**config.mk**
```make
export PLATFORM = sky130hd
export DESIGN_NAME = ex_divider
export DESIGN_NICKNAME = d
export VERILOG_FILES = /design/src/rtl/ex_divider_pkg.sv /design/src/rtl/ex_divider.sv
export SDC_FILE = /design/constraint.sdc
export NUM_CORES = 1
export LEC_CHECK = 0
export ABC_AREA = 0
export CAP_MARGIN = 15
export CORE_MARGIN = 3
export CORE_UTILIZATION = 35
export CTS_CLUSTER_SIZE = 16
export DETAILED_ROUTE_END_ITERATION = 7
export HOLD_SLACK_MARGIN = 0.08
export PLACE_DENSITY = 0.58
export SKIP_LAST_GASP = 1
export SLEW_MARGIN = 10
export SYNTH_ARGS = -nofsm -noshare
export SYNTH_HDL_FRONTEND = slang
export SYNTH_SLANG_ARGS = --single-unit
```
**constraint.sdc**
```tcl
create_clock -name clock -period 3.3 [get_ports clock]
set_input_delay 0.66 -clock clock [delete_from_list [all_inputs] [get_ports clock]]
set_output_delay 0.66 -clock clock [all_outputs]
set_load 0.05 [all_outputs]
```
**src/rtl/ex_divider_pkg.sv**
```systemverilog
// Shared constants, FSM encoding and sign helpers for the execute-stage
// iterative divider.
package ex_divider_pkg;

  localparam logic RESET_ENABLE  = 1'b1;
  localparam logic WRITE_ENABLE  = 1'b1;
  localparam logic WRITE_DISABLE = 1'b0;

  localparam int DATA_W = 32;
  localparam int CNT_W  = 6;

  typedef enum logic [1:0] {
    ST_IDLE   = 2'b00,
    ST_DIVIDE = 2'b01,
    ST_DONE   = 2'b10
  } div_state_e;

  // Magnitude of a value that is two's complement only when is_signed is set.
  function automatic logic [DATA_W-1:0] magnitude(input logic [DATA_W-1:0] v,
                                                  input logic is_signed);
    logic signed [DATA_W-1:0] sv;
    sv = v;
    return (is_signed && sv < 0) ? DATA_W'(-sv) : v;
  endfunction

  function automatic logic [DATA_W-1:0] cond_negate(input logic [DATA_W-1:0] v,
                                                    input logic neg);
    logic signed [DATA_W-1:0] sv;
    sv = v;
    return neg ? DATA_W'(-sv) : v;
  endfunction

endpackage

```
**src/rtl/ex_divider.sv**
```systemverilog
// Radix-2 restoring divider for MIPS DIV/DIVU: stalls the pipeline for 32
// shift-subtract steps, then strobes quotient (LO) and remainder (HI) for one cycle.
module ex_divider
  import ex_divider_pkg::*;
(
  input  logic              clock,
  input  logic              reset,
  input  logic              start,
  input  logic              signed_div,
  input  logic [DATA_W-1:0] dividend,
  input  logic [DATA_W-1:0] divisor,
  input  logic              cancel,
  output logic              stall_request,
  output logic              done,
  output logic              register_hi_write_enable,
  output logic [DATA_W-1:0] register_hi_write_data,
  output logic              register_lo_write_enable,
  output logic [DATA_W-1:0] register_lo_write_data
);

  div_state_e              state_q, state_d;
  logic [CNT_W-1:0]        cnt_q, cnt_d;
  logic [2*DATA_W-1:0]     partial_q, partial_d;
  logic [DATA_W-1:0]       divisor_q, divisor_d;
  logic                    neg_quo_q, neg_quo_d;
  logic                    neg_rem_q, neg_rem_d;

  logic [DATA_W:0]         top;
  logic [DATA_W+1:0]       diff;
  logic [2*DATA_W-1:0]     step;
  logic                    in_done;

  // One shift-subtract step; the 33-bit window keeps the bit shifted out of
  // the remainder half so large divisors compare correctly.
  always_comb begin
    top  = partial_q[2*DATA_W-1:DATA_W-1];
    diff = {1'b0, top} - {2'b00, divisor_q};
    if (!diff[DATA_W+1]) begin
      step = {diff[DATA_W-1:0], partial_q[DATA_W-2:0], 1'b1};
    end else begin
      step = {top[DATA_W-1:0], partial_q[DATA_W-2:0], 1'b0};
    end
  end

  always_comb begin
    state_d   = state_q;
    cnt_d     = cnt_q;
    partial_d = partial_q;
    divisor_d = divisor_q;
    neg_quo_d = neg_quo_q;
    neg_rem_d = neg_rem_q;
    case (state_q)
      ST_IDLE: begin
        if (start && !cancel) begin
          if (divisor == '0) begin
            // Divide by zero: LO all ones, HI the raw dividend.
            state_d   = ST_DONE;
            partial_d = {dividend, {DATA_W{1'b1}}};
            neg_quo_d = 1'b0;
            neg_rem_d = 1'b0;
          end else begin
            state_d   = ST_DIVIDE;
            cnt_d     = '0;
            partial_d = {{DATA_W{1'b0}}, magnitude(dividend, signed_div)};
            divisor_d = magnitude(divisor, signed_div);
            neg_quo_d = signed_div & (dividend[DATA_W-1] ^ divisor[DATA_W-1]);
            neg_rem_d = signed_div & dividend[DATA_W-1];
          end
        end
      end
      ST_DIVIDE: begin
        partial_d = step;
        cnt_d     = cnt_q + 1'b1;
        if (cnt_q == CNT_W'(DATA_W - 1)) begin
          state_d = ST_DONE;
        end
      end
      ST_DONE:  state_d = ST_IDLE;
      default:  state_d = ST_IDLE;
    endcase
    if (cancel) begin
      state_d = ST_IDLE;
    end
  end

  always_ff @(posedge clock) begin
    if (reset == RESET_ENABLE) begin
      state_q   <= ST_IDLE;
      cnt_q     <= '0;
      partial_q <= '0;
      divisor_q <= '0;
      neg_quo_q <= 1'b0;
      neg_rem_q <= 1'b0;
    end else begin
      state_q   <= state_d;
      cnt_q     <= cnt_d;
      partial_q <= partial_d;
      divisor_q <= divisor_d;
      neg_quo_q <= neg_quo_d;
      neg_rem_q <= neg_rem_d;
    end
  end

  // A flush arriving in DONE suppresses the strobe for the squashed instruction.
  assign in_done = (state_q == ST_DONE) && !cancel;

  assign stall_request = (state_q == ST_DIVIDE) ||
                         ((state_q == ST_IDLE) && start && !cancel);
  assign done                     = in_done;
  assign register_hi_write_enable = in_done ? WRITE_ENABLE : WRITE_DISABLE;
  assign register_lo_write_enable = in_done ? WRITE_ENABLE : WRITE_DISABLE;
  assign register_hi_write_data   = in_done ? cond_negate(partial_q[2*DATA_W-1:DATA_W], neg_rem_q)
                                            : '0;
  assign register_lo_write_data   = in_done ? cond_negate(partial_q[DATA_W-1:0], neg_quo_q)
                                            : '0;

endmodule
```
* After elaboration in Yosys (flattened, before gate mapping)
Cells that the tools add are included.
** Storage, ports and cells
- Output and inout port bits :: 68
- Register bits :: 106
- Bits of input ports :: 69
- Word-level logic and storage cells :: 61
** Cells by class
- $lt $le $gt $ge :: 2
- Eq/ne operators :: 6
- Reduce and logical (&&, ||, !) cells :: 17
- Add/subtract/negate cells :: 6
- Mux-type cells :: 20
- Bitwise gates (word level) :: 4
** Operator list (number)
- 32-bit two-way mux :: 6
- 64-bit two-way mux :: 3
- 32-bit negation :: 4
- 64-bit case mux with 2 select lines :: 1
- 32-bit by 1-bit less-than comparator with 1-bit output, second input constant :: 2
- 33-bit by 32-bit subtractor with 34-bit output :: 1
- 32-bit zero test :: 1
- 6-bit two-way mux :: 2
- 6-bit case mux with 2 select lines :: 1
- 6-bit by 1-bit adder with 6-bit output, second input constant :: 1
- 6-bit by 5-bit == test with 1-bit output, second input constant :: 1
- 1-bit logical AND :: 6
- 2-bit two-way mux :: 3
- 2-bit != test, second input constant :: 3
- 2-bit AND reduction :: 3
- 3-bit AND reduction :: 2
- 2-bit case mux with 2 select lines :: 1
- 1-bit two-way mux :: 3
- 1-bit bitwise AND :: 2
- 2-bit by 1-bit == test with 1-bit output, second input constant :: 1
- 2-bit == test, second input constant :: 1
- 2-bit zero test :: 1
- 2-bit nonzero test :: 1
- 2-bit OR reduction :: 1
- other kinds (4) :: 4

* Depth between registers and ports, before layout
- Depth after elaboration :: 6
- Depth in mapped cells :: 12

* Least setup slack after synthesis
No wires, ideal clock.
- Kind :: reg2out
- From :: register partial_q[2]
- To :: output register_lo_write_data[28]
- Path buffers :: 0
- Cell stages (with the launch flop) :: 9
- Data required time :: 2640 ps
- Arrival :: 3286 ps
- Path slack :: -646 ps
- Path through :: dfxtp_1 -> or4_4 -> or4_4 -> nand2b_4 -> or4_4 -> or3_4 -> o31ai_4 -> xor2_1 -> nor2_1
** Between the ends
- Word-level cells in the longest chain between the ends :: 3
** RTL lines
- from (decl) :: line ex_divider.sv:23 : logic [2*DATA_W-1:0] partial_q, partial_d;
- from (signal assigned) :: line ex_divider.sv:97 : partial_q <= partial_d;
- 32-bit negation :: line ex_divider_pkg.sv:30 : return neg ? DATA_W'(-sv) : v;
- 32-bit two-way mux :: line ex_divider_pkg.sv:30
- 32-bit two-way mux :: line ex_divider.sv:114 : assign register_lo_write_data = in_done ? cond_negate(partial_q[DATA_W-1:0], neg_quo_q)
- to (decl) :: line ex_divider.sv:18 : output logic [DATA_W-1:0] register_lo_write_data
Every way passes these cells.

* Final worst setup path
Ends and elaborated chain as after synthesis.

==> results.md <==
- Rows: 58
- Ys async rst share: 0
- Yosys Warn Count: 0
- Drt pass-1 iters: 5
- Synth top area cells: dfxtp_1 (23%), nor2_1 (9.3%), xor2_1 (8.2%)
- Worst path required time: 2640 ps
- VDD IR max: 239 uV
- Vias in the first global route: 9640
- Crit path time final: 3890 ps
- Total negative setup slack: -7000 ps
- Max stage delay on crit path: 530 ps
- Top FF cell, synth: dfxtp_1
- GRT Total Usage: 0.214
- I/O pins: 137
- Core Area: 25500 sq um
- Worst setup SP type: flip-flop
- Max Clock Skew: 6.07 ps
- Maxcap violations: 0
- Flop2flop setup slack: 240 ps
- HP Start: divisor_q[28]
- Initial antenna violation count: 0
- Worst r2r src: partial_q[31]
- First-pass GRT wire length: 49900 microns
- Synthesized flop and latch total: 106
- Final hold vios: 0
- Max Freq: 0.257 GHz
- Status: complete, but fails checks
- TritonCTS Buffers: 9
- Slowest CP cell: or4_4
- Ant diodes: 0
- Reg2reg end: partial_q[62]
- Layout Nets: 1624
- Cells after DPL: 1829
- H-tree depth: 3
- Fillers: 2433
- Initial Utilization: 0.361
- Die area: 28200 sq um
- Most frequent CP cell: or4_4
- Post-synth top area share: 0.231
- Top cells by count, synth: nor2_1 (228), dfxtp_1 (106), a21oi_1 (92), xor2_1 (86), nand2_1 (75)
- Area leader, netlist: dfxtp_1
- Clk_lat worst skew: 350 ps
- Routed WL: 31300 microns
- 1st-iter DRT viols: 827
- Area grow syn2layout: 48.6%
- Violated checks: setup timing
- Reg2Reg Depth: 11
- Die W: 168 microns
- Die Span Y: 168 microns
- Fin crit share: 1.18
- Clock root buffer: clkbuf_16
- HP Class: flip-flop to flip-flop
- Netlist Area Pre-Place: 9180 sq um
- WP data arrival: 3230 ps
- Final antenna-violating net count: 0
- Mean Syn Cell Area: 7.21 sq um
- Clk sinks: 106
- # setup viols final: 20
- Worst Tran Pin Value: 1090 ps
- Dpl ws: -367 ps
- Pwr per Cell Area: 347 nW/um^2
- DRC Markers: 0
- Register area share after synthesis: 0.231
- Largest net degree at the start of global routing: 69
- Slew Viols, Final: 0
- Setup WS post-layout: -588 ps
- Critical path peak fanout: 3
- Post-Syn Nets: 1380
- Synth Instances: 1273
- Post-synth cell types: 67
- Worst slew margin: 0.270
- Fin cells: 1851
- DP HPWL: 24600 microns
- Hold_buf cts: 0
- DR WL/cell: 16.9 microns
- Worst Hold Endpoint: divisor_q[28]
- Top-count cell post-synth: nor2_1
- Grt total ovfl: 0
- Hold Worst Slack: 463 ps
- Gpl congestion: 0.934
- Kind of critical path: flip-flop to primary output
- CTS tree: built
- CP Cell Sequence: or4_4, or4_4, nand2b_4, or4_4, or3_4, o31ai_4, xor2_2, nor2_4, buf_12
- Clock-pin slew on the worst setup and hold paths: 70 ps
- Number of synthesized flops with an enable pin: 0
- Layout cells sized above 1: 0.233
- RSZ-0062 raised after global routing: yes
- Routed vias/inst: 5.47
- Port Buf Inserts: 136
- Leak Pwr: 0.00540 uW
- Worst hold path cell count: 2
- DR vias: 10118
- Crit end category: primary output
- CTS max path bufs: 2
-- layout make-up --
cell class	instances	area [sq um]	area share
Clock inverter	5	103	0.00752
Inverter	60	225	0.0165
Sequential cell	106	2120	0.156
Multi-Input combinational cell	1033	7150	0.524
Timing Repair Buffer	307	3400	0.249
Tap cell	330	413	0.0303
Clock buffer	10	239	0.0175
-- layout by cell type, fill, tap and decap left out, drive strengths merged, types with 20 or more instances in the layout --
cell           instances
mux2i                 22
buf                  240
a211oi                35
a21oi                 92
nand2                 75
nor2                 228
clkdlybuf4s50         67
nand3                 20
o21ai                 75
dfxtp                106
xor2                  86
o31ai                 29
ha                    37
a2111oi               28
xnor2                 58
nor3                  43
inv                   59
-- stage by stage --
stage	instance area, sq um	utilization	total power [uW]
2_1_floorplan	9340	-	2690
3_3_place_gp	12800	0.502	3350
3_5_place_dp	12800	0.502	3370
4_1_cts	13500	0.528	4710
5_1_grt	13600	0.536	5010
6_report	13600	0.536	4740
-- critical path: cells and delay by family (launching register included) --
| family | cells | cell delay, ps |
|---|---|---|
| xor gates and xnor gates | 1 | 200 |
| buffers and inverters | 1 | 150 |
| AOI/OAI and AO/OA | 1 | 220 |
| DFF | 1 | 320 |
| and+or+nand+nor | 6 | 1990 |
-- power by group --
group	switching [uW]	internal, uW	total [uW]	leakage (uW)
logic	1100	886	1990	0.00436
clock network	502	758	1260	0.000165
registers	107	1380	1490	0.000872
total	1710	3020	4740	0.00540
-- worst max path at each step --
stage	from	endpoint	slack, ps	depth (start not counted)
final	partial_q[2]	register_lo_write_data[28]	-590	9
after global routing	partial_q[2]	register_lo_write_data[27]	-680	10
after CTS	partial_q[2]	register_lo_write_data[28]	-640	9
after detailed placement	divisor[6]	partial_q[31]	-370	11
after global placement	partial_q[2]	register_lo_write_data[28]	-340	9
after floorplan	partial_q[2]	register_lo_write_data[28]	-300	8
-- routing by layer --
layer / up-vias / track usage / part of all wire
met2: 323 / 0.352 / 0.46
met1: 4682 / 0.295 / 0.46
li1: 5066 / - / -
met3: 47 / 0.0197 / 0.055
met4: 0 / 0.0729 / 0.025
met5: - / 0 / 0
-- cell families after synthesis --
group,count (synthesis),share of synthesized area
simple gates,462,0.232
compound gates,367,0.267
xor+xnor,144,0.137
buf+inv,134,0.0561
flops,106,0.231
fa+ha+maj,38,0.0526
mux,22,0.0240
-- flip-flops by register name, summed over array words and instances (netlist names) --
name       count
partial_q     64
state_q        2
neg_quo_q      1
divisor_q     32
neg_rem_q      1
cnt_q          6
-- what timing repair did --
action / CTS / global route
cloned: 0 / 0
setup endpoints to repair: 29 / 116
buffers inserted: 4 / 3
pin swaps: 24 / 10
gates resized for setup: 53 / 37
Power figures use the tool's default switching activity.
